### src/rtl/conc_trace_recorder_if.sv
// -----------------------------------------------------------------------------
// conc_trace_recorder_if
//   Record read-out port of the trace recorder: a valid/ready handshake
//   carrying {run_len, data} records from the recorder FIFO to the dumper.
//   Signals:
//     rd_valid  recorder -> dumper   head record available
//     rd_ready  dumper   -> recorder head record accepted this cycle
//     rd_data   recorder -> dumper   {run_len, data} at the FIFO head
//   Modports: master = recorder side, slave = dumper side.
// -----------------------------------------------------------------------------
interface conc_trace_recorder_if #(
   parameter int DATA_W = 6,
   parameter int RUN_W  = 10
);
   logic                    rd_valid;
   logic                    rd_ready;
   logic [RUN_W+DATA_W-1:0] rd_data;

   modport master (output rd_valid, output rd_data, input rd_ready);
   modport slave  (input rd_valid, input rd_data, output rd_ready);
endinterface

### src/rtl/conc_trace_recorder.sv
// -----------------------------------------------------------------------------
// conc_trace_recorder
//   Samples a DUT output vector every enabled cycle, compresses runs of
//   identical samples into {run_len, data} records and queues them in a
//   first-word fall-through FIFO that drains over a valid/ready port.
//   Ports:
//     clock     rising-edge clock
//     reset     asynchronous, active-low
//     enable    sample is valid this cycle
//     sample    DUT output vector (DATA_W)
//     flush     close the open run now
//     rd_if     record read-out port (master side): rd_valid/rd_ready/rd_data
//     count     number of queued records (0..DEPTH)
//     overflow  sticky: a record was dropped because the FIFO was full
// -----------------------------------------------------------------------------
module conc_trace_recorder #(
   parameter int DATA_W = 6,
   parameter int RUN_W  = 10,
   parameter int DEPTH  = 16,
   localparam int ADDR_W = $clog2(DEPTH)
) (
   input  logic                      clock,
   input  logic                      reset,
   input  logic                      enable,
   input  logic [DATA_W-1:0]         sample,
   input  logic                      flush,
   conc_trace_recorder_if.master     rd_if,
   output logic [ADDR_W:0]           count,
   output logic                      overflow
);

   localparam int REC_W = RUN_W + DATA_W;
   localparam logic [RUN_W-1:0]  RUN_MAX  = {RUN_W{1'b1}};
   localparam logic [RUN_W-1:0]  RUN_ONE  = RUN_W'(1);
   localparam logic [ADDR_W-1:0] PTR_ONE  = ADDR_W'(1);
   localparam logic [ADDR_W:0]   CNT_ONE  = (ADDR_W+1)'(1);
   localparam logic [ADDR_W:0]   CNT_FULL = (ADDR_W+1)'(DEPTH);

   typedef enum logic {IDLE, RUN} state_t;

   state_t             state_q, state_d;
   logic [DATA_W-1:0]  cur_q, cur_d;
   logic [RUN_W-1:0]   run_len_q, run_len_d;
   logic [ADDR_W-1:0]  wr_ptr_q, wr_ptr_d;
   logic [ADDR_W-1:0]  rd_ptr_q, rd_ptr_d;
   logic [ADDR_W:0]    count_q, count_d;
   logic               overflow_q, overflow_d;

   logic [REC_W-1:0]   mem_q [DEPTH];

   logic               push;
   logic [REC_W-1:0]   push_rec;
   logic               pop;
   logic               full;
   logic               wr_en;

   // Run-length compressor: decides when the open run closes.
   always_comb begin
      state_d   = state_q;
      cur_d     = cur_q;
      run_len_d = run_len_q;
      push      = 1'b0;
      push_rec  = {run_len_q, cur_q};
      unique case (state_q)
         IDLE: begin
            // flush while idle has no open run to close, so nothing is pushed
            if (enable && !flush) begin
               cur_d     = sample;
               run_len_d = RUN_ONE;
               state_d   = RUN;
            end
         end
         RUN: begin
            if (!enable || flush) begin
               // closing cycle: the sample on the bus is deliberately ignored
               push    = 1'b1;
               state_d = IDLE;
            end else if (sample == cur_q && run_len_q != RUN_MAX) begin
               run_len_d = run_len_q + RUN_ONE;
            end else begin
               // value change or saturated run: close it and start a fresh one
               push      = 1'b1;
               cur_d     = sample;
               run_len_d = RUN_ONE;
            end
         end
         default: state_d = IDLE;
      endcase
   end

   // FIFO bookkeeping. When full, a simultaneous pop frees the slot the push
   // lands in (wr_ptr == rd_ptr), so the push is still accepted.
   always_comb begin
      full       = (count_q == CNT_FULL);
      pop        = (count_q != '0) && rd_if.rd_ready;
      wr_en      = push && (!full || pop);
      overflow_d = overflow_q | (push && full && !pop);
      wr_ptr_d   = wr_en ? wr_ptr_q + PTR_ONE : wr_ptr_q;
      rd_ptr_d   = pop   ? rd_ptr_q + PTR_ONE : rd_ptr_q;
      count_d    = count_q;
      unique case ({wr_en, pop})
         2'b10:   count_d = count_q + CNT_ONE;
         2'b01:   count_d = count_q - CNT_ONE;
         default: count_d = count_q;
      endcase
   end

   always_ff @(posedge clock or negedge reset) begin
      if (!reset) begin
         state_q    <= IDLE;
         cur_q      <= '0;
         run_len_q  <= '0;
         wr_ptr_q   <= '0;
         rd_ptr_q   <= '0;
         count_q    <= '0;
         overflow_q <= 1'b0;
      end else begin
         state_q    <= state_d;
         cur_q      <= cur_d;
         run_len_q  <= run_len_d;
         wr_ptr_q   <= wr_ptr_d;
         rd_ptr_q   <= rd_ptr_d;
         count_q    <= count_d;
         overflow_q <= overflow_d;
      end
   end

   // Storage needs no reset: stale entries are never visible while count==0.
   always_ff @(posedge clock) begin
      if (wr_en) begin
         mem_q[wr_ptr_q] <= push_rec;
      end
   end

   assign rd_if.rd_valid = (count_q != '0);
   assign rd_if.rd_data  = (count_q != '0) ? mem_q[rd_ptr_q] : '0;
   assign count          = count_q;
   assign overflow       = overflow_q;

endmodule

### src/flat_wrapper.sv
// flat-port wrapper written by rule: the top's interface ports become plain ports
module conc_trace_recorder_flat 
#(
   parameter int DATA_W = 6,
   parameter int RUN_W  = 10,
   parameter int DEPTH  = 16,
   localparam int ADDR_W = $clog2(DEPTH)
)
  (clock, reset, enable, sample, flush, count, overflow, rd_if_rd_valid, rd_if_rd_data, rd_if_rd_ready);
  conc_trace_recorder_if #(.DATA_W(DATA_W), .RUN_W(RUN_W)) rd_if_i ();
  input  logic clock;
  input  logic reset;
  input  logic enable;
  input  logic [DATA_W-1:0] sample;
  input  logic flush;
  output logic [ADDR_W:0] count;
  output logic overflow;
  output wire logic [$bits(rd_if_i.rd_valid)-1:0] rd_if_rd_valid;
  output wire logic [$bits(rd_if_i.rd_data)-1:0] rd_if_rd_data;
  input wire logic [$bits(rd_if_i.rd_ready)-1:0] rd_if_rd_ready;
  assign rd_if_rd_valid = rd_if_i.rd_valid;
  assign rd_if_rd_data = rd_if_i.rd_data;
  assign rd_if_i.rd_ready = rd_if_rd_ready;
  conc_trace_recorder #(.DATA_W(DATA_W), .RUN_W(RUN_W), .DEPTH(DEPTH)) u_core (.clock(clock), .reset(reset), .enable(enable), .sample(sample), .flush(flush), .rd_if(rd_if_i), .count(count), .overflow(overflow));
endmodule
### config.mk
export PLATFORM = sky130hd
export DESIGN_NAME = conc_trace_recorder_flat
export DESIGN_NICKNAME = d
export VERILOG_FILES = /design/src/rtl/conc_trace_recorder_if.sv /design/src/rtl/conc_trace_recorder.sv /design/src/flat_wrapper.sv
export SDC_FILE = /design/constraint.sdc
export NUM_CORES = 1
export LEC_CHECK = 0
export ABC_AREA = 0
export CAP_MARGIN = 30
export CORE_MARGIN = 10
export CORE_UTILIZATION = 41
export CTS_CLUSTER_DIAMETER = 30
export DETAILED_ROUTE_END_ITERATION = 6
export GPL_TIMING_DRIVEN = 0
export PLACE_DENSITY = 0.57
export SETUP_SLACK_MARGIN = 0.05
export SYNTH_ARGS = -nofsm -noshare
export SYNTH_HDL_FRONTEND = slang
export SYNTH_SLANG_ARGS = --single-unit
export TNS_END_PERCENT = 30
### constraint.sdc
create_clock -name clock -period 9.8 [get_ports clock]
set_clock_uncertainty 0.2 [all_clocks]
set_input_delay 0.98 -clock clock [delete_from_list [all_inputs] [get_ports clock]]
set_output_delay 0.98 -clock clock [all_outputs]
set_load 0.1 [all_outputs]
==> key figures <==
Power
  • Sw Share: 0.347
  • Clock network power share: 0.378
  • Peak supply drop: 0.221 mV
  • PD cells: 345 mW/mm2
  • Switching power: 0.00175 W
  • Comb pwr share: 0.329
  • Sequential share of power: 0.292
  • LEAKAGE: 4.95 nW
  • Int Power: 0.00330 W

Detailed routing
  • DR iter-0 viols: 505
  • TritonRoute pass-1 iters: 5
  • Detailed-route via count: 5,861
  • Routed vias/inst: 5.34
  • Routed Antenna Nets: 0
  • Drt total wl: 25,600 um
  • DRC Markers: 0
  • WL/cell: 23.4 um

Placed design
  • Placed inst area: 0.0127 mm2
  • Gpl congestion: 0.750
  • Port Buf Inserts: 33
  • Dpl cells: 1,002
  • Post-detail-place hpwl: 16,800 um

STA
  • Fin Setup TNS: 0 ns
  • Relative slew margins: 0.340
  • Hold Fails Final Rpt: 0
  • Final Cycle Share: 0.529
  • Crit path time final: 5.18 ns
  • Slew Limit Fails: 0
  • RSZ-0062 raised after global routing: false
  • Fmax: 193 MHz
  • WHS: 0.264 ns
  • Actual slew at the worst max-slew pin: 0.988 ns
  • Final setup fails: 0

Critical path
  • Arr. time, crit path: 4.00 ns
  • Critical Path Stages: 6
  • FF-to-FF Start: u_core.run_len_q[0]$_DFFE_PN0P_
  • Setup CP Type: reg -> out
  • Worst setup startpoint: u_core.rd_ptr_q[1]$_DFFE_PN0P_
  • Slowest cell on the critical path: clkdlybuf4s50_1
  • Worst r2r dst: u_core.count[4]$_DFFE_PN0P_
  • Critical path capture point type: output pin
  • Startpoint Class: register
  • Cell count of the worst reg-to-reg path: 14
  • Reg-to-reg slack, setup: 5.70 ns
  • Crit path max fanout: 10
  • Crit path buffers/inverters: 3
  • WP data required: 8.62 ns
  • CP top delay family: buffers and inverters
  • Setup crit end: rd_if_rd_data[15]
  • Critical path cell sequence: buf_2 > buf_1 > mux4_2 > mux4_2 > nor2b_1 > clkdlybuf4s50_1
  • Top cell by count, worst path: mux4_2
  • Max incr delay on CP: 0.99 ns

Floorplan
  • Initial Util: 0.415
  • Chip Height: 187 um
  • Ports: 34
  • Core ar.: 0.0277 mm2
  • Die ar.: 0.0351 mm2
  • FP Rows: 61
  • Die Width: 187 um

Yosys
  • Post-synthesis simple-gate area fraction: 0.0459
  • Asr flop ratio synth: 0.108
  • Synthesized flop and latch total: 287
  • Post-synth top area cell: edfxtp_1
  • Post-synthesis sequential area ratio: 0.737
  • Number of synthesized flops with an enable pin: 256
  • Post-Synth Adder-Cell Area: 0.0109
  • Main synth FF type: edfxtp_1
  • Synth area leaders: edfxtp_1 67%, mux4_2 16%, dfrtp_1 6.8%
  • Syn Nets: 592
  • Post-synthesis mux area share: 0.162
  • Most frequent cell after synthesis: edfxtp_1
  • Post-synthesis compound-gate area fraction: 0.0161
  • Synth cell types: 42
  • Main combinational cell family by area after synthesis: multiplexers
  • Post-synthesis xor/xnor area fraction: 0.0137
  • Yosys Warn Count: 0
  • Top cells by count, synth: 256 x edfxtp_1, 80 x mux4_2, 32 x nand2_1
  • Mapped Area: 0.0115 mm2
  • Mapped Avg Cell Area: 20.1 um2
  • Post-Syn Instances: 571
  • Area share of the largest cell type after synthesis: 0.669

Flow run
  • Maxcap violations: 0

Global routing
  • Global-route wire length before repair: 39,300 um
  • GRT overflow: 0
  • Vias in the first global route: 6,352
  • Tot GR Track Use: 0.148
  • Initial antenna violation count: 0
  • Largest net degree at the start of global routing: 32

CTS
  • Number of CTS-inserted buffers: 51
  • TritonCTS clock tree: built
  • Clk_lat worst skew: 0.54 ns
  • Post-CTS Hold Fix Bufs: 0
  • Post-cts sizing count: 0
  • Post-CTS Repair Setup Buffers: 0
  • Root buffer cell: clkbuf_16
  • CTS Sinks: 287
  • H-tree levels: 2
  • Clk buf depth: 3
  • Reg clk slew, reported paths: 0.05 ns

Worst hold path
  • Hold Crit Class: reg -> reg

Finish
  • Non-filler cells, final: 1,098
  • Final nets: 698
  • # fillers: 2,132
  • Final Instance Area: 0.0146 mm2
  • N_diodes: 0
  • Layout cells sized above 1: 0.313
  • Synth-to-Final Area Change: 27.5%

Outcome
  • Status: complete, no violations
## through the flow
step           setup WS, ns   util  total power, W
2_1_floorplan          5.47      -         0.00274
3_3_place_gp           4.30  0.444         0.00313
3_5_place_dp           5.13  0.460         0.00319
4_1_cts                4.56  0.528         0.00512
5_1_grt                4.49  0.528         0.00525
6_report               4.62  0.528         0.00506
## metal layers
| layer | wire length [um] | GRT usage | share of wire |
|---|---|---|---|
| met4 | 801 | 0.0627 | 0.031 |
| met3 | 1380 | 0.0302 | 0.054 |
| met1 | 10800 | 0.188 | 0.42 |
| met5 | 0 | 0 | 0 |
| met2 | 12700 | 0.242 | 0.50 |
## worst min path at each step
stage	start	end	slack [ns]	cells after the start
2_1_floorplan	u_core.wr_ptr_q[0]$_DFFE_PN0P_	u_core.wr_ptr_q[0]$_DFFE_PN0P_	0.31	1
3_3_place_gp	u_core.overflow$_DFF_PN0_	u_core.overflow$_DFF_PN0_	0.26	1
3_5_place_dp	u_core.overflow$_DFF_PN0_	u_core.overflow$_DFF_PN0_	0.26	1
4_1_cts	u_core.overflow$_DFF_PN0_	u_core.overflow$_DFF_PN0_	0.27	1
5_1_grt	u_core.overflow$_DFF_PN0_	u_core.overflow$_DFF_PN0_	0.29	1
6_report	u_core.overflow$_DFF_PN0_	u_core.overflow$_DFF_PN0_	0.26	1
## placed cells by master (no fill, tap or decap), types with 3 or more instances in the layout
master / Yosys / routed
buf_1: 3 / 3
nand3_1: 12 / 12
buf_8: 0 / 5
inv_8: 0 / 3
nor2_1: 21 / 9
a21oi_1: 6 / 6
nand2_1: 32 / 32
buf_16: 0 / 11
and3_1: 4 / 4
buf_4: 4 / 8
buf_2: 5 / 6
clkdlybuf4s50_1: 0 / 32
mux4_2: 80 / 80
edfxtp_1: 256 / 256
clkbuf_1: 16 / 19
dfrtp_1: 31 / 31
ha_1: 10 / 10
xor2_1: 6 / 6
nor3_2: 0 / 4
nand2b_1: 3 / 3
o21ai_0: 8 / 8
xnor2_1: 12 / 12
nor2b_1: 20 / 20
clkinv_4: 0 / 5
nor2_2: 0 / 12
clkbuf_16: 0 / 52
a21o_1: 3 / 3
clkinv_2: 0 / 9
bufinv_16: 0 / 12
inv_1: 5 / 5
inv_6: 0 / 6
a22o_1: 4 / 4
clkinvlp_4: 0 / 4
## kinds of logic (layout without fill, tap and decap cells)
family                   after synthesis  count (layout)
multiplexers                          85              85
AO/OA/AOI/OAI                         28              28
XOR/XNOR                              18              18
flip-flops                           287             287
buffers and inverters                 36             185
adder cells (fa/ha/maj)               10              10
AND/OR/NAND/NOR                      107             107
## flip-flops by register name (all words and copies together) (netlist names)
name	cells
u_core.wr_ptr_q	4
u_core.mem_q	256
u_core.run_len_q	10
u_core.rd_ptr_q	4
u_core.overflow	1
u_core.state_q	1
u_core.count	5
u_core.cur_q	6
## power groups by stage
stage | registers, W | logic [W] | clock network, W
after floorplan | 0.00157 | 0.00116 | 0
after global placement | 0.00149 | 0.00164 | 0
after detailed placement | 0.00150 | 0.00169 | 0
after CTS | 0.00148 | 0.00170 | 0.00195
after global routing | 0.00149 | 0.00175 | 0.00201
final | 0.00148 | 0.00166 | 0.00191
## cell type report
cell class	instances	area (um2)	area share
Buffer	30	149	0.0102
Tap cell	378	473	0.0323
Sequential cell	287	8460	0.578
Inverter	6	22.5	0.00154
Clock buffer	55	1310	0.0897
Clock inverter	41	586	0.0400
Multi-Input combinational cell	248	2900	0.198
Timing Repair Buffer	53	733	0.0501
Power figures use the tool's default switching activity.
